**src/rtl/id_ex_stage_if.sv**
```systemverilog
// ---------------------------------------------------------------------------
// id_ex_stage_if
//   Bundles every non-clock/reset signal of the ID/EX stage.
//   master : the environment (decode, hazard/flush source, later stages)
//   slave  : the ID/EX stage itself
//   ID side      : id_valid, id_rs/rt_data, id_rs/rt/rd_addr, id_op_code,
//                  id_shamt, id_reg_write, id_mem_read, flush
//   Forward side : exm_reg_write, exm_rd_addr, exm_result,
//                  wb_reg_write, wb_rd_addr, wb_result
//   EX side      : stall_id, ex_valid, alu_reg1, alu_reg2, alu_op_code,
//                  alu_shamt, ex_rd_addr, ex_reg_write, ex_mem_read
// ---------------------------------------------------------------------------
interface id_ex_stage_if #(
  parameter int DATA_W = 32,
  parameter int ADDR_W = 5
);
  logic              id_valid;
  logic [DATA_W-1:0] id_rs_data;
  logic [DATA_W-1:0] id_rt_data;
  logic [ADDR_W-1:0] id_rs_addr;
  logic [ADDR_W-1:0] id_rt_addr;
  logic [ADDR_W-1:0] id_rd_addr;
  logic [4:0]        id_op_code;
  logic [4:0]        id_shamt;
  logic              id_reg_write;
  logic              id_mem_read;
  logic              flush;
  logic              exm_reg_write;
  logic [ADDR_W-1:0] exm_rd_addr;
  logic [DATA_W-1:0] exm_result;
  logic              wb_reg_write;
  logic [ADDR_W-1:0] wb_rd_addr;
  logic [DATA_W-1:0] wb_result;
  logic              stall_id;
  logic              ex_valid;
  logic [DATA_W-1:0] alu_reg1;
  logic [DATA_W-1:0] alu_reg2;
  logic [4:0]        alu_op_code;
  logic [4:0]        alu_shamt;
  logic [ADDR_W-1:0] ex_rd_addr;
  logic              ex_reg_write;
  logic              ex_mem_read;

  modport master (
    output id_valid, id_rs_data, id_rt_data, id_rs_addr, id_rt_addr, id_rd_addr,
           id_op_code, id_shamt, id_reg_write, id_mem_read, flush,
           exm_reg_write, exm_rd_addr, exm_result,
           wb_reg_write, wb_rd_addr, wb_result,
    input  stall_id, ex_valid, alu_reg1, alu_reg2, alu_op_code, alu_shamt,
           ex_rd_addr, ex_reg_write, ex_mem_read
  );

  modport slave (
    input  id_valid, id_rs_data, id_rt_data, id_rs_addr, id_rt_addr, id_rd_addr,
           id_op_code, id_shamt, id_reg_write, id_mem_read, flush,
           exm_reg_write, exm_rd_addr, exm_result,
           wb_reg_write, wb_rd_addr, wb_result,
    output stall_id, ex_valid, alu_reg1, alu_reg2, alu_op_code, alu_shamt,
           ex_rd_addr, ex_reg_write, ex_mem_read
  );
endinterface

```
**src/rtl/id_ex_stage.sv**
```systemverilog
// ---------------------------------------------------------------------------
// id_ex_stage
//   ID/EX pipeline register with load-use hazard detection and operand
//   forwarding from EX/MEM and MEM/WB, feeding the execute ALU.
//   clk   : rising-edge clock
//   rst_n : asynchronous active-low reset
//   bus   : id_ex_stage_if.slave (ID inputs, forwarding inputs, EX outputs)
//   stall_id and alu_reg1/alu_reg2 are combinational; every other output
//   comes straight from the pipeline register.
// ---------------------------------------------------------------------------
module id_ex_stage #(
  parameter int         DATA_W = 32,
  parameter int         ADDR_W = 5,
  parameter logic [4:0] NOP_OP = 5'd12
) (
  input logic           clk,
  input logic           rst_n,
  id_ex_stage_if.slave  bus
);

  typedef struct packed {
    logic              valid;
    logic [DATA_W-1:0] rs_data;
    logic [DATA_W-1:0] rt_data;
    logic [ADDR_W-1:0] rs_addr;
    logic [ADDR_W-1:0] rt_addr;
    logic [ADDR_W-1:0] rd_addr;
    logic [4:0]        op_code;
    logic [4:0]        shamt;
    logic              reg_write;
    logic              mem_read;
  } ex_regs_t;

  // A bubble zeroes every field except the op_code, which becomes the ALU nop.
  // Zero register addresses guarantee a bubble never picks up a forward.
  function automatic ex_regs_t bubble_f();
    ex_regs_t b;
    b         = '0;
    b.op_code = NOP_OP;
    return b;
  endfunction

  // EX/MEM has the youngest result, so it wins over MEM/WB; r0 never forwards.
  function automatic logic [DATA_W-1:0] fwd_f(
    input logic [ADDR_W-1:0] addr,
    input logic [DATA_W-1:0] raw,
    input logic              exm_we,
    input logic [ADDR_W-1:0] exm_rd,
    input logic [DATA_W-1:0] exm_res,
    input logic              wb_we,
    input logic [ADDR_W-1:0] wb_rd,
    input logic [DATA_W-1:0] wb_res
  );
    logic [DATA_W-1:0] val;
    if (exm_we && (exm_rd != {ADDR_W{1'b0}}) && (exm_rd == addr)) begin
      val = exm_res;
    end else if (wb_we && (wb_rd != {ADDR_W{1'b0}}) && (wb_rd == addr)) begin
      val = wb_res;
    end else begin
      val = raw;
    end
    return val;
  endfunction

  ex_regs_t          ex_r;
  ex_regs_t          ex_nxt_s;
  logic              stall_s;
  logic [DATA_W-1:0] reg1_s;
  logic [DATA_W-1:0] reg2_s;

  // Load-use hazard: the load in EX cannot forward in time for the ID consumer.
  always_comb begin
    stall_s = bus.id_valid & ex_r.valid & ex_r.mem_read &
              (ex_r.rd_addr != {ADDR_W{1'b0}}) &
              ((ex_r.rd_addr == bus.id_rs_addr) | (ex_r.rd_addr == bus.id_rt_addr));
  end

  // Next pipeline contents: flush and stall both squash, else capture ID.
  always_comb begin
    ex_nxt_s = bubble_f();
    if (bus.flush || stall_s || !bus.id_valid) begin
      ex_nxt_s = bubble_f();
    end else begin
      ex_nxt_s.valid     = 1'b1;
      ex_nxt_s.rs_data   = bus.id_rs_data;
      ex_nxt_s.rt_data   = bus.id_rt_data;
      ex_nxt_s.rs_addr   = bus.id_rs_addr;
      ex_nxt_s.rt_addr   = bus.id_rt_addr;
      ex_nxt_s.rd_addr   = bus.id_rd_addr;
      ex_nxt_s.op_code   = bus.id_op_code;
      ex_nxt_s.shamt     = bus.id_shamt;
      ex_nxt_s.reg_write = bus.id_reg_write;
      ex_nxt_s.mem_read  = bus.id_mem_read;
    end
  end

  // ID/EX pipeline register.
  always_ff @(posedge clk or negedge rst_n) begin
    if (!rst_n) begin
      ex_r <= bubble_f();
    end else begin
      ex_r <= ex_nxt_s;
    end
  end

  // Operand forwarding on the registered source addresses.
  always_comb begin
    reg1_s = fwd_f(ex_r.rs_addr, ex_r.rs_data,
                   bus.exm_reg_write, bus.exm_rd_addr, bus.exm_result,
                   bus.wb_reg_write, bus.wb_rd_addr, bus.wb_result);
    reg2_s = fwd_f(ex_r.rt_addr, ex_r.rt_data,
                   bus.exm_reg_write, bus.exm_rd_addr, bus.exm_result,
                   bus.wb_reg_write, bus.wb_rd_addr, bus.wb_result);
  end

  assign bus.stall_id     = stall_s;
  assign bus.ex_valid     = ex_r.valid;
  assign bus.alu_reg1     = reg1_s;
  assign bus.alu_reg2     = reg2_s;
  assign bus.alu_op_code  = ex_r.op_code;
  assign bus.alu_shamt    = ex_r.shamt;
  assign bus.ex_rd_addr   = ex_r.rd_addr;
  assign bus.ex_reg_write = ex_r.reg_write;
  assign bus.ex_mem_read  = ex_r.mem_read;

endmodule
```
**src/flat_wrapper.sv**
```systemverilog
// flat-port wrapper written by rule: the top's interface ports become plain ports
module id_ex_stage_flat 
#(
  parameter int         DATA_W = 32,
  parameter int         ADDR_W = 5,
  parameter logic [4:0] NOP_OP = 5'd12
)
  (clk, rst_n, bus_id_valid, bus_id_rs_data, bus_id_rt_data, bus_id_rs_addr, bus_id_rt_addr, bus_id_rd_addr, bus_id_op_code, bus_id_shamt, bus_id_reg_write, bus_id_mem_read, bus_flush, bus_exm_reg_write, bus_exm_rd_addr, bus_exm_result, bus_wb_reg_write, bus_wb_rd_addr, bus_wb_result, bus_stall_id, bus_ex_valid, bus_alu_reg1, bus_alu_reg2, bus_alu_op_code, bus_alu_shamt, bus_ex_rd_addr, bus_ex_reg_write, bus_ex_mem_read);
  id_ex_stage_if #(.DATA_W(DATA_W), .ADDR_W(ADDR_W)) bus_i ();
  input logic clk;
  input logic rst_n;
  input wire logic [$bits(bus_i.id_valid)-1:0] bus_id_valid;
  input wire logic [$bits(bus_i.id_rs_data)-1:0] bus_id_rs_data;
  input wire logic [$bits(bus_i.id_rt_data)-1:0] bus_id_rt_data;
  input wire logic [$bits(bus_i.id_rs_addr)-1:0] bus_id_rs_addr;
  input wire logic [$bits(bus_i.id_rt_addr)-1:0] bus_id_rt_addr;
  input wire logic [$bits(bus_i.id_rd_addr)-1:0] bus_id_rd_addr;
  input wire logic [$bits(bus_i.id_op_code)-1:0] bus_id_op_code;
  input wire logic [$bits(bus_i.id_shamt)-1:0] bus_id_shamt;
  input wire logic [$bits(bus_i.id_reg_write)-1:0] bus_id_reg_write;
  input wire logic [$bits(bus_i.id_mem_read)-1:0] bus_id_mem_read;
  input wire logic [$bits(bus_i.flush)-1:0] bus_flush;
  input wire logic [$bits(bus_i.exm_reg_write)-1:0] bus_exm_reg_write;
  input wire logic [$bits(bus_i.exm_rd_addr)-1:0] bus_exm_rd_addr;
  input wire logic [$bits(bus_i.exm_result)-1:0] bus_exm_result;
  input wire logic [$bits(bus_i.wb_reg_write)-1:0] bus_wb_reg_write;
  input wire logic [$bits(bus_i.wb_rd_addr)-1:0] bus_wb_rd_addr;
  input wire logic [$bits(bus_i.wb_result)-1:0] bus_wb_result;
  output wire logic [$bits(bus_i.stall_id)-1:0] bus_stall_id;
  output wire logic [$bits(bus_i.ex_valid)-1:0] bus_ex_valid;
  output wire logic [$bits(bus_i.alu_reg1)-1:0] bus_alu_reg1;
  output wire logic [$bits(bus_i.alu_reg2)-1:0] bus_alu_reg2;
  output wire logic [$bits(bus_i.alu_op_code)-1:0] bus_alu_op_code;
  output wire logic [$bits(bus_i.alu_shamt)-1:0] bus_alu_shamt;
  output wire logic [$bits(bus_i.ex_rd_addr)-1:0] bus_ex_rd_addr;
  output wire logic [$bits(bus_i.ex_reg_write)-1:0] bus_ex_reg_write;
  output wire logic [$bits(bus_i.ex_mem_read)-1:0] bus_ex_mem_read;
  assign bus_i.id_valid = bus_id_valid;
  assign bus_i.id_rs_data = bus_id_rs_data;
  assign bus_i.id_rt_data = bus_id_rt_data;
  assign bus_i.id_rs_addr = bus_id_rs_addr;
  assign bus_i.id_rt_addr = bus_id_rt_addr;
  assign bus_i.id_rd_addr = bus_id_rd_addr;
  assign bus_i.id_op_code = bus_id_op_code;
  assign bus_i.id_shamt = bus_id_shamt;
  assign bus_i.id_reg_write = bus_id_reg_write;
  assign bus_i.id_mem_read = bus_id_mem_read;
  assign bus_i.flush = bus_flush;
  assign bus_i.exm_reg_write = bus_exm_reg_write;
  assign bus_i.exm_rd_addr = bus_exm_rd_addr;
  assign bus_i.exm_result = bus_exm_result;
  assign bus_i.wb_reg_write = bus_wb_reg_write;
  assign bus_i.wb_rd_addr = bus_wb_rd_addr;
  assign bus_i.wb_result = bus_wb_result;
  assign bus_stall_id = bus_i.stall_id;
  assign bus_ex_valid = bus_i.ex_valid;
  assign bus_alu_reg1 = bus_i.alu_reg1;
  assign bus_alu_reg2 = bus_i.alu_reg2;
  assign bus_alu_op_code = bus_i.alu_op_code;
  assign bus_alu_shamt = bus_i.alu_shamt;
  assign bus_ex_rd_addr = bus_i.ex_rd_addr;
  assign bus_ex_reg_write = bus_i.ex_reg_write;
  assign bus_ex_mem_read = bus_i.ex_mem_read;
  id_ex_stage #(.DATA_W(DATA_W), .ADDR_W(ADDR_W), .NOP_OP(NOP_OP)) u_core (.clk(clk), .rst_n(rst_n), .bus(bus_i));
endmodule
```
**config.mk**
```make
export PLATFORM = sky130hd
export DESIGN_NAME = id_ex_stage_flat
export DESIGN_NICKNAME = d
export VERILOG_FILES = /design/src/rtl/id_ex_stage_if.sv /design/src/rtl/id_ex_stage.sv /design/src/flat_wrapper.sv
export SDC_FILE = /design/constraint.sdc
export NUM_CORES = 1
export LEC_CHECK = 0
export ABC_CLOCK_PERIOD_IN_PS = 2300
export BUFFER_PORTS_ARGS = -buffer_cell sky130_fd_sc_hd__buf_2
export CAP_MARGIN = 10
export CELL_PAD_IN_SITES_DETAIL_PLACEMENT = 1
export CELL_PAD_IN_SITES_GLOBAL_PLACEMENT = 1
export CORE_ASPECT_RATIO = 1.2
export CORE_MARGIN = 5
export CORE_UTILIZATION = 34
export CTS_BUF_LIST = sky130_fd_sc_hd__clkbuf_8 sky130_fd_sc_hd__clkbuf_16
export DETAILED_ROUTE_END_ITERATION = 8
export PLACE_DENSITY_LB_ADDON = 0.08
export SLEW_MARGIN = 20
export SYNTH_ARGS = -nofsm -noshare
export SYNTH_HDL_FRONTEND = slang
export SYNTH_SLANG_ARGS = --single-unit
```
**constraint.sdc**
```tcl
create_clock -name clk -period 2.3 [get_ports clk]
set_input_delay 0.23 -clock clk [delete_from_list [all_inputs] [get_ports clk]]
set_output_delay 0.23 -clock clk [all_outputs]
set_load 0.02 [all_outputs]
```
* Yosys cells after proc, flatten, opt, wreduce, memory -nomap -nowiden *
Cells that the tools add are included.

word-level totals
  bits in registers = 92
  output and inout bits = 83
  logic and storage cells = 38

cells by class
  equality and inequality tests = 6
  mux-type cells = 5
  bitwise gates (word level) = 5
  reduce and logical (&&, ||, !) cells = 12

operators with widths
  cell                 number
  $mux W32             4
  $mux W92             1
  $eq A5 B5 Y1         6
  $reduce_bool A5 Y1   3
  $logic_and A1 B1 Y1  6
  $and A1 B1 Y1        4
  $logic_or A1 B1 Y1   2
  $logic_not A1 Y1     1
  $or A1 B1 Y1         1

* Logic depth before layout (Yosys ltp) *
Gate-level depths: netlist of run 1.

  depth after elaboration = 7
  depth in mapped cells = 6

* Worst setup path before layout of run 1 *
Ideal clock, no wire load.

  path kind = input to output
  start point = in bus_wb_rd_addr[4]
  end point = out bus_alu_reg2[11]
  arrival time = 1.731 ns
  required time = 2.070 ns
  path slack = 0.339 ns
  stages on the path = 5
  path buffers = 1
  cells stage by stage = or4_4 > o21ai_4 > buf_6 > o31ai_1 > a31oi_1

between the ends
  cells in the longest elaborated chain, start to end = 5
  elaborated cells between the ends (all ways) = 6
  those cells by class = eq/ne (1); mux (2); reduce/logical (3)

RTL lines
  item                     line                RTL
  start, declared          flat_wrapper.sv:27  input wire logic [$bits(bus_i.wb_rd_addr)-1:0] bus_wb_rd_addr;
  $reduce_bool A5 Y1       id_ex_stage.sv:57   end else if (wb_we && (wb_rd != {ADDR_W{1'b0}}) && (wb_rd == addr)) begin
  $logic_and A1 B1 Y1      id_ex_stage.sv:57
  $logic_and A1 B1 Y1 (*)  id_ex_stage.sv:57
  $mux W32 (*)             id_ex_stage.sv:57
  $mux W32 (*)             id_ex_stage.sv:55   if (exm_we && (exm_rd != {ADDR_W{1'b0}}) && (exm_rd == addr)) begin
  end, declared            flat_wrapper.sv:32  output wire logic [$bits(bus_i.alu_reg2)-1:0] bus_alu_reg2;

Every way passes the cells marked *; elsewhere a longest branch is shown, timed or not.

* Worst setup path after layout of run 1 *
  start point = reg u_core.ex_r[18] in the netlist's numbering
  end point = out bus_alu_reg2[15]

between the ends
  cells in the longest elaborated chain, start to end = 4
  elaborated cells between the ends (all ways) = 6
  those cells by class = eq/ne (2); mux (2); reduce/logical (2)

RTL lines
  item                    line                RTL
  start, declared         id_ex_stage.sv:65   ex_regs_t ex_r;
  start signal, assigned  id_ex_stage.sv:100  ex_r <= bubble_f();
  start signal, assigned  id_ex_stage.sv:102  ex_r <= ex_nxt_s;
  $eq A5 B5 Y1            id_ex_stage.sv:57
  $logic_and A1 B1 Y1     id_ex_stage.sv:57
  $mux W32                id_ex_stage.sv:57
  $mux W32 (*)            id_ex_stage.sv:55

Marked as above.

==> results of run 1 <==
[state kept, by name, indices dropped and copies added (netlist names)]
signal	flops
u_core.bus.alu_op_code	5
u_core.bus.alu_shamt	5
u_core.bus.ex_mem_read	1
u_core.bus.ex_rd_addr	5
u_core.bus.ex_reg_write	1
u_core.bus.ex_valid	1
u_core.ex_r	74
[routing by layer]
| layer | GRT usage, % | vias to the layer above | wire length, um |
|---|---|---|---|
| met5 | 0 | - | 34 |
| met4 | 7.30 | 6 | 584 |
| met3 | 6.28 | 48 | 2120 |
| met2 | 43.9 | 295 | 13200 |
| met1 | 28.2 | 3210 | 9530 |
| li1 | - | 2989 | - |
[logic make-up (layout without fill, tap and decap cells)]
kind of cell / count (synthesis) / count (layout) / share of synthesized area [%]
xor+xnor: 30 / 30 / 4.58
compound gates: 226 / 226 / 25.0
buf+inv: 116 / 329 / 10.0
flops: 92 / 92 / 40.2
simple gates: 231 / 231 / 20.2
[area by class of cell]
class                   count  share of cell area [%]
clock buffers              11                    3.01
clock inverters             5                    1.18
inverters                  10                   0.447
multi-input cells         487                    42.1
flip-flops and latches     92                    27.4
well taps                 216                    3.22
repair buffers            303                    22.6
[power by group through the flow]
stage / clock [mW] / sequential [mW] / combinational [mW]
detailed placement: 0 / 1.74 / 1.06
CTS: 1.76 / 1.72 / 1.15
global placement: 0 / 1.74 / 1.04
floorplan: 0 / 1.73 / 0.532
finish: 1.74 / 1.72 / 1.22
global route: 1.84 / 1.73 / 1.30
[stage by stage]
stage               util, %  setup WS, ps  hold WS (ps)
CTS                    48.1         -64.3          70.0
global route           50.2          -117          65.9
global placement       43.4           144           289
detailed placement     43.4           117           295
finish                 50.2         -53.2          73.9
floorplan                 -           339         -65.6
[worst max-delay path by stage]
stage | from | to | slack [ps]
finish | u_core.ex_r[18] | bus_alu_reg2[15] | -50
global route | u_core.ex_r[23] | bus_alu_reg1[14] | -120
CTS | u_core.ex_r[26] | bus_alu_reg1[1] | -60
detailed placement | bus_exm_rd_addr[0] | bus_alu_reg2[2] | 120
global placement | bus_exm_rd_addr[0] | bus_alu_reg1[26] | 140
floorplan | bus_wb_rd_addr[4] | bus_alu_reg2[11] | 340
[what timing repair did]
item,in CTS,in global routing
hold endpoints to repair,44,0
setup buffers,6,1
gates cloned,0,1
pin swaps,9,9
hold buffers,1,0
gates resized for setup,69,55
endpoints found under the setup margin,64,64
[cell usage in the layout, fill, tap and decap left out, types with 3 or more instances in the layout]
cell type,instances
inv_1,11
buf_2,238
bufinv_16,3
xnor2_2,3
xnor2_1,17
clkbuf_16,10
a31oi_2,3
dfrtp_1,90
a21oi_1,80
o31ai_4,25
nand3_1,3
xor2_1,8
buf_6,5
nand2_1,81
a211oi_1,10
buf_4,43
nor3_1,65
buf_12,14
a31oi_1,61
o31ai_2,38
nand4_1,66
==> results.md, run 1 <==
- Status: finished, violations left
- Failing checks: setup timing
- Fin area: 8400 um^2
- Data required, critical path: 2070 ps
- Total wire length: 25.5 mm
- Highest clock rate: 425 MHz
- Max cap viols: 0
- Actual slew at the worst max-slew pin: 687 ps
- Reg2Reg Capture Point: u_core.ex_r[38]
- Static leakage power: 3.67 nW
- Cell depth of the worst setup path: 6
- R2R Path Start: u_core.bus.ex_rd_addr[0]
- Gr ovfl total: 0
- Cell family with most CP delay: simple AND/OR/NAND/NOR gates
- Max H-tree Level: 3
- Multi-input gate area: 3540 um^2
- Sequential-to-total area share from yosys stat: 40.2%
- CP max FO: 11
- Net Sw Power: 1.44 mW
- Placed cell areas: 7260 um^2
- Fin crit period: 2350 ps
- CTS Buf Count: 9
- Clk Latency, worst-skew pair: 340 ps
- Commonest cells in the netlist: dfrtp_1, a21oi_1, nand2_1
- R2R setup slack: 510 ps
- Post-DRT Antenna Nets: 0
- Power Density: 557 nW/um^2
- Reg clk slew, reported paths: 70 ps
- Worst hold start: bus_id_op_code[2]
- Critical Path, Cell by Cell: xor2_1 > or3_4 > clkbuf_16 > o31ai_2 > a31oi_1 > buf_2
- Synthesized instance count: 695
- Synth Register Bits: 92
- Die Span X: 129 um
- Most common cell in the netlist: dfrtp_1
- Synth top area cells: dfrtp_1, o31ai_1, nand4_1, a21oi_1, a31oi_1
- Port Buffers: 253
- Fill cells: 1971
- Setup-failing EPs final: 32
- Main synth FF type: dfrtp_1
- Sw frac: 30.8%
- Clock tree buffer depth: 2
- Bufs and invs on worst path: 2
- Vias per inst: 5.83
- CTS tree: yes
- Mapped Nets: 866
- Number of flops mapped to enable cells by yosys: 0
- Pin count of the biggest net entering global routing: 47
- Die height: 152 um
- CP Launch Type: flip-flop
- Setup TNS: -682 ps
- Mapped Avg Cell Area: 8.25 um^2
- Post-Layout Cell Count: 1124
- CP arrival: 2120 ps
- Asr flop ratio synth: 100%
- Crit path capture type: primary output
- Critical Path Slowest Stage Cell: or3_4
- Worst Hold Path EP: u_core.bus.alu_op_code[2]
- Final hold viol count: 0
- Ant diodes: 0
- RSZ-0062 raised after global routing: true
- Top cell type's share of synthesized area: 39.3%
- HP Class: in2reg
- DRC: 0
- Most area-hungry cell type in the Yosys netlist: dfrtp_1
- Initial DRC Count: 325
- CTS root buf: clkbuf_16
- Clock share of power: 37.1%
- Crit-path max cell delay: 450 ps
- WS Path Type: reg2out
- Sink Count: 92
- Global-route usage over all layers: 24.4%
- Register area: 2300 um^2
- Int Pwr: 3.24 mW
- Slew Limit Fails: 0
- Final critical-path share of the clock period: 102%
- Routed length per instance: 22.6 um
- Synth Cell Area: 5730 um^2
- Total power: 4.68 mW
- Worst ir drop on vdd: 0.392 mV
- Antenna violations before repair: 3
- Reg2Reg Depth: 5
- Final WS setup: -53.2 ps
- Combinational power share: 26.1%
- Row count: 52
- Gpl congestion: 0.862
- Placed Cells incl. Taps: 1099
- Final net count: 1074
- Detailed Routing Iterations Pass 1: 5
- Hold path depth: 2
- First-pass GRT wire length: 38.2 mm
- Flop pwr share: 36.8%
- Core area: 16700 um^2
- Area Overhead vs Synth: 46.5%
- Initial core utilization: 34.3%
- Die area: 19600 um^2
- Syn. warnings: 0
- Ports: 254
- Cell variety after synth: 31
- Clock skew: 7.02 ps
- Slew margin rel.: 54.1%
- Via count: 6548
- Vias in the first global route: 7155
- Share of cells above drive strength 1: 44.9%
- Detailed Place HPWL: 18.2 mm
(Power assumes the default switching activity.)
==> inputs of run 2 (changes only) <==
--- a/config.mk
+++ b/config.mk
@@ -16,6 +16,7 @@
 export CTS_BUF_LIST = sky130_fd_sc_hd__clkbuf_8 sky130_fd_sc_hd__clkbuf_16
 export DETAILED_ROUTE_END_ITERATION = 8
 export PLACE_DENSITY_LB_ADDON = 0.08
+export RECOVER_POWER = 25
 export SLEW_MARGIN = 20
 export SYNTH_ARGS = -nofsm -noshare
 export SYNTH_HDL_FRONTEND = slang
==> run 2 against run 1 <==
  * The run still ends with setup timing left
  * Worst hold slack barely moved
  * Largest cell class unchanged
  * Critical path depth stayed put
  * First-iteration DRC count shrank 0.31%
  * Die area stayed put
  * Worst setup slack improved by 2.4 ps
  * Register-to-register slack is essentially flat
==> results.md, run 2 (synthesis gave the netlist of run 1 again) <==
- Detailed Routing Iterations Pass 1: 5 (unchanged)
- Detailed Place HPWL: 18.2 mm (unchanged)
- Ports: 254 (unchanged)
- Data required, critical path: 2070 ps (about the same)
- Failing checks: setup timing
- Clock skew: 7.16 ps (+0.142 ps)
- Final hold viol count: 0 (unchanged)
- HP Class: in2reg
- Final WS setup: -50.8 ps (+2.44 ps)
- Vias per inst: 5.81 (-0.35%)
- Met1 Usage GRT: 28.2% (unchanged)
- Met3 Track Usage GR: 6.28% (unchanged)
- Largest register by flop count: u_core.ex_r
- Reg clk slew, reported paths: 70 ps (about the same)
- Gr ovfl total: 0 (unchanged)
- Initial DRC Count: 324 (-0.31%)
- RSZ-0062 raised after global routing: true
- CP max FO: 11 (unchanged)
- Routed length per instance: 22.7 um (about the same)
- Clk Latency, worst-skew pair: 340 ps (about the same)
- Die height: 152 um (unchanged)
- First-pass GRT wire length: 38.2 mm (unchanged)
- Share of cells above drive strength 1: 44.3% (-0.66 points)
- Slew Limit Fails: 0 (unchanged)
- Post-DRT Antenna Nets: 0 (unchanged)
- CTS tree: yes
- Slew margin rel.: 16.3% (-38 points)
- Worst ir drop on vdd: 0.392 mV (-0.11%)
- Crit path capture type: primary output
- Global-route usage over all layers: 24.4% (unchanged)
- Antenna violations before repair: 3 (unchanged)
- Die area: 19600 um^2 (unchanged)
- Total wire length: 25.5 mm (about the same)
- CP arrival: 2120 ps (about the same)
- CTS root buf: clkbuf_16
- CP Launch Type: flip-flop
- Global routing's busiest layer: met2
- CTS Buf Count: 9 (unchanged)
- Max cap viols: 0 (unchanged)
- Highest clock rate: 425 MHz (+0.10%)
- Initial core utilization: 34.3% (unchanged)
- Leading cell type in the layout, fill and taps excluded: buf_2
- Gpl congestion: 0.862 (unchanged)
- Total power: 4.68 mW (about the same)
- WS Path Type: reg2out
- Die Span X: 129 um (unchanged)
- Fin crit period: 2350 ps (-2.44 ps)
- Port Buffers: 253 (unchanged)
- Status: finished, violations left
- Vias in the first global route: 7155 (unchanged)
- Sink Count: 92 (unchanged)
- Actual slew at the worst max-slew pin: 1260 ps (+568 ps)
- DRC: 0 (unchanged)
- Via count: 6525 (-0.35%)
- Static leakage power: 3.64 nW (-0.67%)
- Core area: 16700 um^2 (unchanged)
- Setup-failing EPs final: 32 (unchanged)
- Final net count: 1074 (unchanged)
- Ant diodes: 0 (unchanged)
- Power Density: 558 nW/um^2 (about the same)
- Commonest cells after routing, fill and taps aside: buf_2, dfrtp_1, nand2_1
- Row count: 52 (unchanged)
- GR Layer Usage met2: 43.9% (unchanged)
- Max H-tree Level: 3 (unchanged)
- Area Overhead vs Synth: 46.4%
- Final critical-path share of the clock period: 102% (-0.11 points)
- Max reg flops: 74 (unchanged)
- Clock tree buffer depth: 2 (unchanged)
- Pin count of the biggest net entering global routing: 47 (unchanged)
- WHS: 74.2 ps (+0.261 ps)
==> run 2: cell types whose count changed in the layout (fill, tap and decap cells not counted) <==
| cell | before | now |
|---|---|---|
| buf_4 | 43 | 42 |
| buf_2 | 238 | 232 |
| clkbuf_2 | 0 | 1 |
| clkbuf_1 | 0 | 6 |
==> run 2: metal layers <==
layer  routed length, um  share of wire, %
met5                  34              0.13
met4                 577               2.3
met3                2070               8.1
met2               13200                52
met1                9600                38
==> run 2: timing repair <==
action                                  4_1_cts  5_1_grt
buffers inserted                              6        1
gates resized for setup                      69       55
hold buffers                                  1        0
endpoints found under the setup margin       64       64
pin swaps                                     9        9
cloned                                        0        1
endpoints found under the hold margin        44        0
==> run 2: path summary, 6_finish.rpt <==
| check | startpoint | to | slack (ps) | cells past startpoint |
|---|---|---|---|---|
| max | u_core.ex_r[18] | bus_alu_reg2[15] | -50 | 6 |
| min | bus_id_op_code[2] | u_core.bus.alu_op_code[2] | 70 | 2 |
| max reg2reg | u_core.bus.ex_rd_addr[0] | u_core.ex_r[38] | 510 | 5 |
| min reg2reg | u_core.bus.ex_valid | u_core.ex_r[58] | 990 | 4 |
| max in group asynchronous | rst_n | u_core.bus.alu_op_code[3] | 650 | 3 |
| min in group asynchronous | rst_n | u_core.ex_r[88] | 700 | 2 |
==> run 2: worst max-delay path: stages, from the launching register on <==
cell       delay [ps]
dfrtp_1           400
xor2_1            170
or3_4             450
clkbuf_16         220
o31ai_2           250
a31oi_1           110
buf_2             170
==> run 2: power by group <==
part           leakage (nW)  switching, mW  internal [mW]
clock network         0.177          0.620           1.12
logic                  2.23          0.778          0.441
registers              1.23         0.0430           1.68
==> run 2: area by class of cell <==
type / instances / area (um^2)
Tap cell: 216 / 270
Multi-Input combinational cell: 487 / 3540
Clock buffer: 11 / 253
Sequential cell: 92 / 2300
Clock inverter: 5 / 98.8
Timing Repair Buffer: 303 / 1890
Fill cell: 1973 / 8330
Inverter: 10 / 37.5
==> run 2: metrics by stage <==
| step | TNS (ps) | instances | area, um^2 | setup WS, ps | utilization [%] |
|---|---|---|---|---|---|
| 3_5_place_dp | 0 | 1099 | 7260 | 117 | 43.4 |
| 3_3_place_gp | 0 | 1099 | 7260 | 144 | 43.4 |
| 5_1_grt | -4960 | 1124 | 8390 | -117 | 50.2 |
| 2_1_floorplan | 0 | 695 | 5730 | 339 | - |
| 6_report | -665 | 1124 | 8390 | -50.8 | 50.2 |
| 4_1_cts | -942 | 1122 | 8050 | -64.3 | 48.1 |
==> inputs of run 3 (changes only) <==
--- a/config.mk
+++ b/config.mk
@@ -15,7 +15,8 @@
 export CORE_UTILIZATION = 34
 export CTS_BUF_LIST = sky130_fd_sc_hd__clkbuf_8 sky130_fd_sc_hd__clkbuf_16
 export DETAILED_ROUTE_END_ITERATION = 8
-export PLACE_DENSITY_LB_ADDON = 0.08
+export GPL_TIMING_DRIVEN = 0
+export PLACE_DENSITY_LB_ADDON = 0.1
 export RECOVER_POWER = 25
 export SLEW_MARGIN = 20
 export SYNTH_ARGS = -nofsm -noshare
==> run 3 against run 2 <==
  * Critical endpoint is now bus_alu_reg2[4]
  * Clock skew hardly changed
  * Die area unchanged
  * The run still ends with setup timing left
  * Clock power down 7%
  * Global-route usage up 1.8 points
==> results.md, run 3 (synthesis gave the netlist of run 1 again) <==
- Critical Path Slowest Stage Cell: dfrtp_1
- Core area: 16700 um^2 (unchanged)
- Slew margin rel.: 41.6% (+25 points)
- Routed length per instance: 23.3 um (+2.6%)
- Die Span X: 129 um (unchanged)
- R2R Path Start: u_core.bus.ex_rd_addr[1]
- Global-route usage over all layers: 26.2% (+1.8 points)
- CP Launch Type: flip-flop
- Max H-tree Level: 3 (unchanged)
- R2R setup slack: 220 ps (-290 ps)
- Row count: 52 (unchanged)
- Sink Count: 92 (unchanged)
- HP Class: in2reg
- RSZ-0062 raised after global routing: true
- Vias in the first global route: 7204 (+0.68%)
- Setup-failing EPs final: 62 (+94%)
- Worst Hold Path EP: u_core.bus.alu_op_code[2]
- Reg clk slew, reported paths: 70 ps (about the same)
- Register area: 2300 um^2 (unchanged)
- Final net count: 1147 (+6.8%)
- Data required, critical path: 2070 ps (about the same)
- Crit-path max cell delay: 420 ps (-30 ps)
- DP Worst Slack: -303 ps (-419 ps)
- Failing checks: setup timing
- Post-DRT Antenna Nets: 0 (unchanged)
- Total wire length: 27.9 mm (+9.4%)
- Share of cells above drive strength 1: 48.8% (+4.5 points)
- CP max FO: 10 (-1)
- Antenna violations before repair: 5 (+2)
- Final WS setup: -180 ps (-130 ps)
- Largest register by flop count: u_core.ex_r
- Detailed Place HPWL: 19.2 mm (+5.6%)
- Placed cell areas: 7300 um^2 (+0.64%)
- Final critical-path share of the clock period: 108% (+5.6 points)
- Reg2Reg Capture Point: u_core.ex_r[33]
- Commonest cells after routing, fill and taps aside: buf_2, dfrtp_1, nand2_1, a21oi_1, nand4_1
- Initial core utilization: 34.3% (unchanged)
- Fill cells: 2005 (+1.6%)
- DRC: 0 (unchanged)
- Static leakage power: 3.94 nW (+8.2%)
- Die area: 19600 um^2 (unchanged)
- Worst hold start: bus_id_op_code[2]
- Status: finished, violations left
- Die height: 152 um (unchanged)
- CTS tree: yes
- Fin area: 9220 um^2 (+9.9%)
- Fin crit period: 2480 ps (+130 ps)
- Hold path depth: 2 (unchanged)
- Clk Latency, worst-skew pair: 350 ps (about the same)
- Multi-input gate area: 3900 um^2 (+10%)
- Gpl congestion: 0.868 (+0.63%)
- Clock tree buffer depth: 2 (unchanged)
- Pin count of the biggest net entering global routing: 59 (+26%)
- Area Overhead vs Synth: 60.8%
- Max reg flops: 74 (unchanged)
- Gr ovfl total: 0 (unchanged)
- Critical Path, Cell by Cell: xnor2_1 > nand4_1 > buf_4 > buf_6 > clkbuf_2 > nor3_1 > a31oi_1 > buf_4
- Vias per inst: 5.81 (about the same)
- Reg2Reg Depth: 5 (unchanged)
- Clock skew: 7.39 ps (+0.231 ps)
- WHS: 65.8 ps (-8.42 ps)
- CP arrival: 2250 ps (+130 ps)
- Ports: 254 (unchanged)
- First-pass GRT wire length: 40.2 mm (+5.3%)
- Slew Limit Fails: 0 (unchanged)
- WS Path Type: reg2out
- Port Buffers: 253 (unchanged)
- Final hold viol count: 0 (unchanged)
- Actual slew at the worst max-slew pin: 875 ps (-380 ps)
- Leading cell type in the layout, fill and taps excluded: buf_2
- Top cell by count, worst path: buf_4
- Crit path capture type: primary output
- Initial DRC Count: 535 (+65%)
- Max cap viols: 0 (unchanged)
- CTS Buf Count: 9 (unchanged)
- Post-Layout Cell Count: 1199 (+6.7%)
- Via count: 6963 (+6.7%)
- Placed Cells incl. Taps: 1165 (+6.0%)
- Highest clock rate: 403 MHz (-5.2%)
- Detailed Routing Iterations Pass 1: 4 (-1)
- Layout Utilization: 55.1% (+5.0 points)
- CTS root buf: clkbuf_16
- Power Density: 510 nW/um^2 (-8.5%)
- Worst ir drop on vdd: 0.389 mV (-0.60%)
[run 3: cell types whose count changed in the layout (fill, tap and decap cells not counted), moves of 15 or more]
cell | previous run | this run
a31oi_1 | 61 | 42
clkbuf_2 | 1 | 17
o31ai_2 | 38 | 19
clkbuf_1 | 6 | 27
o31ai_4 | 25 | 40
buf_4 | 42 | 65
[run 3: metal layers]
metal	track usage (%)	share of wire, %	vias up
met3	6.59	6.6	72
li1	-	-	3151
met4	10.1	3.5	4
met2	44.0	51	282
met1	32.2	39	3454
met5	0	0.068	-
[run 3: layout make-up]
| type | count | area share [%] |
|---|---|---|
| multi-input cells | 487 | 42.3 |
| flip-flops and latches | 92 | 25.0 |
| repair buffers | 276 | 17.9 |
| plain buffers | 100 | 8.05 |
| well taps | 216 | 2.93 |
| clock buffers | 10 | 2.59 |
| clock inverters | 5 | 0.841 |
| inverters | 10 | 0.407 |
| diodes | 3 | 0.0814 |
[run 3: how the worst max path moves through the flow]
stage,start,to,cells after the start
6_report,u_core.ex_r[20],bus_alu_reg2[4],8
3_3_place_gp,u_core.ex_r[23],bus_alu_reg1[10],6
5_1_grt,u_core.ex_r[20],bus_alu_reg2[4],8
3_5_place_dp,u_core.ex_r[23],bus_alu_reg1[10],6
4_1_cts,u_core.ex_r[26],bus_alu_reg1[23],6
2_1_floorplan,bus_wb_rd_addr[4],bus_alu_reg2[11],5
[run 3: power breakdown]
group          switching [mW]  internal (mW)  leakage (nW)
Sequential             0.0470           1.68          1.23
Combinational           0.848          0.509          2.55
Clock                   0.648          0.973         0.160
[run 3: repair_timing]
action,in CTS,in global routing
hold buffers,1,0
pin swaps,21,73
buffers inserted,11,5
setup endpoints to repair,93,66
endpoints found under the hold margin,32,0
resized for setup,170,126
cloned,1,4
[run 3: stage by stage]
| stage | total power, mW | setup TNS (ps) |
|---|---|---|
| final | 4.71 | -6070 |
| after global placement | 2.74 | -13710 |
| after CTS | 4.55 | -5640 |
| after floorplan | 2.26 | 0 |
| after global routing | 4.90 | -10080 |
| after detailed placement | 2.76 | -14470 |
[run 3: worst max-delay path: cells and delay by family (launching register included)]
family / cells / cell delay, ps
AOI/OAI and AO/OA: 1 / 90
and+or+nand+nor: 2 / 440
buffers and inverters: 4 / 710
xor gates and xnor gates: 1 / 240
DFF: 1 / 420
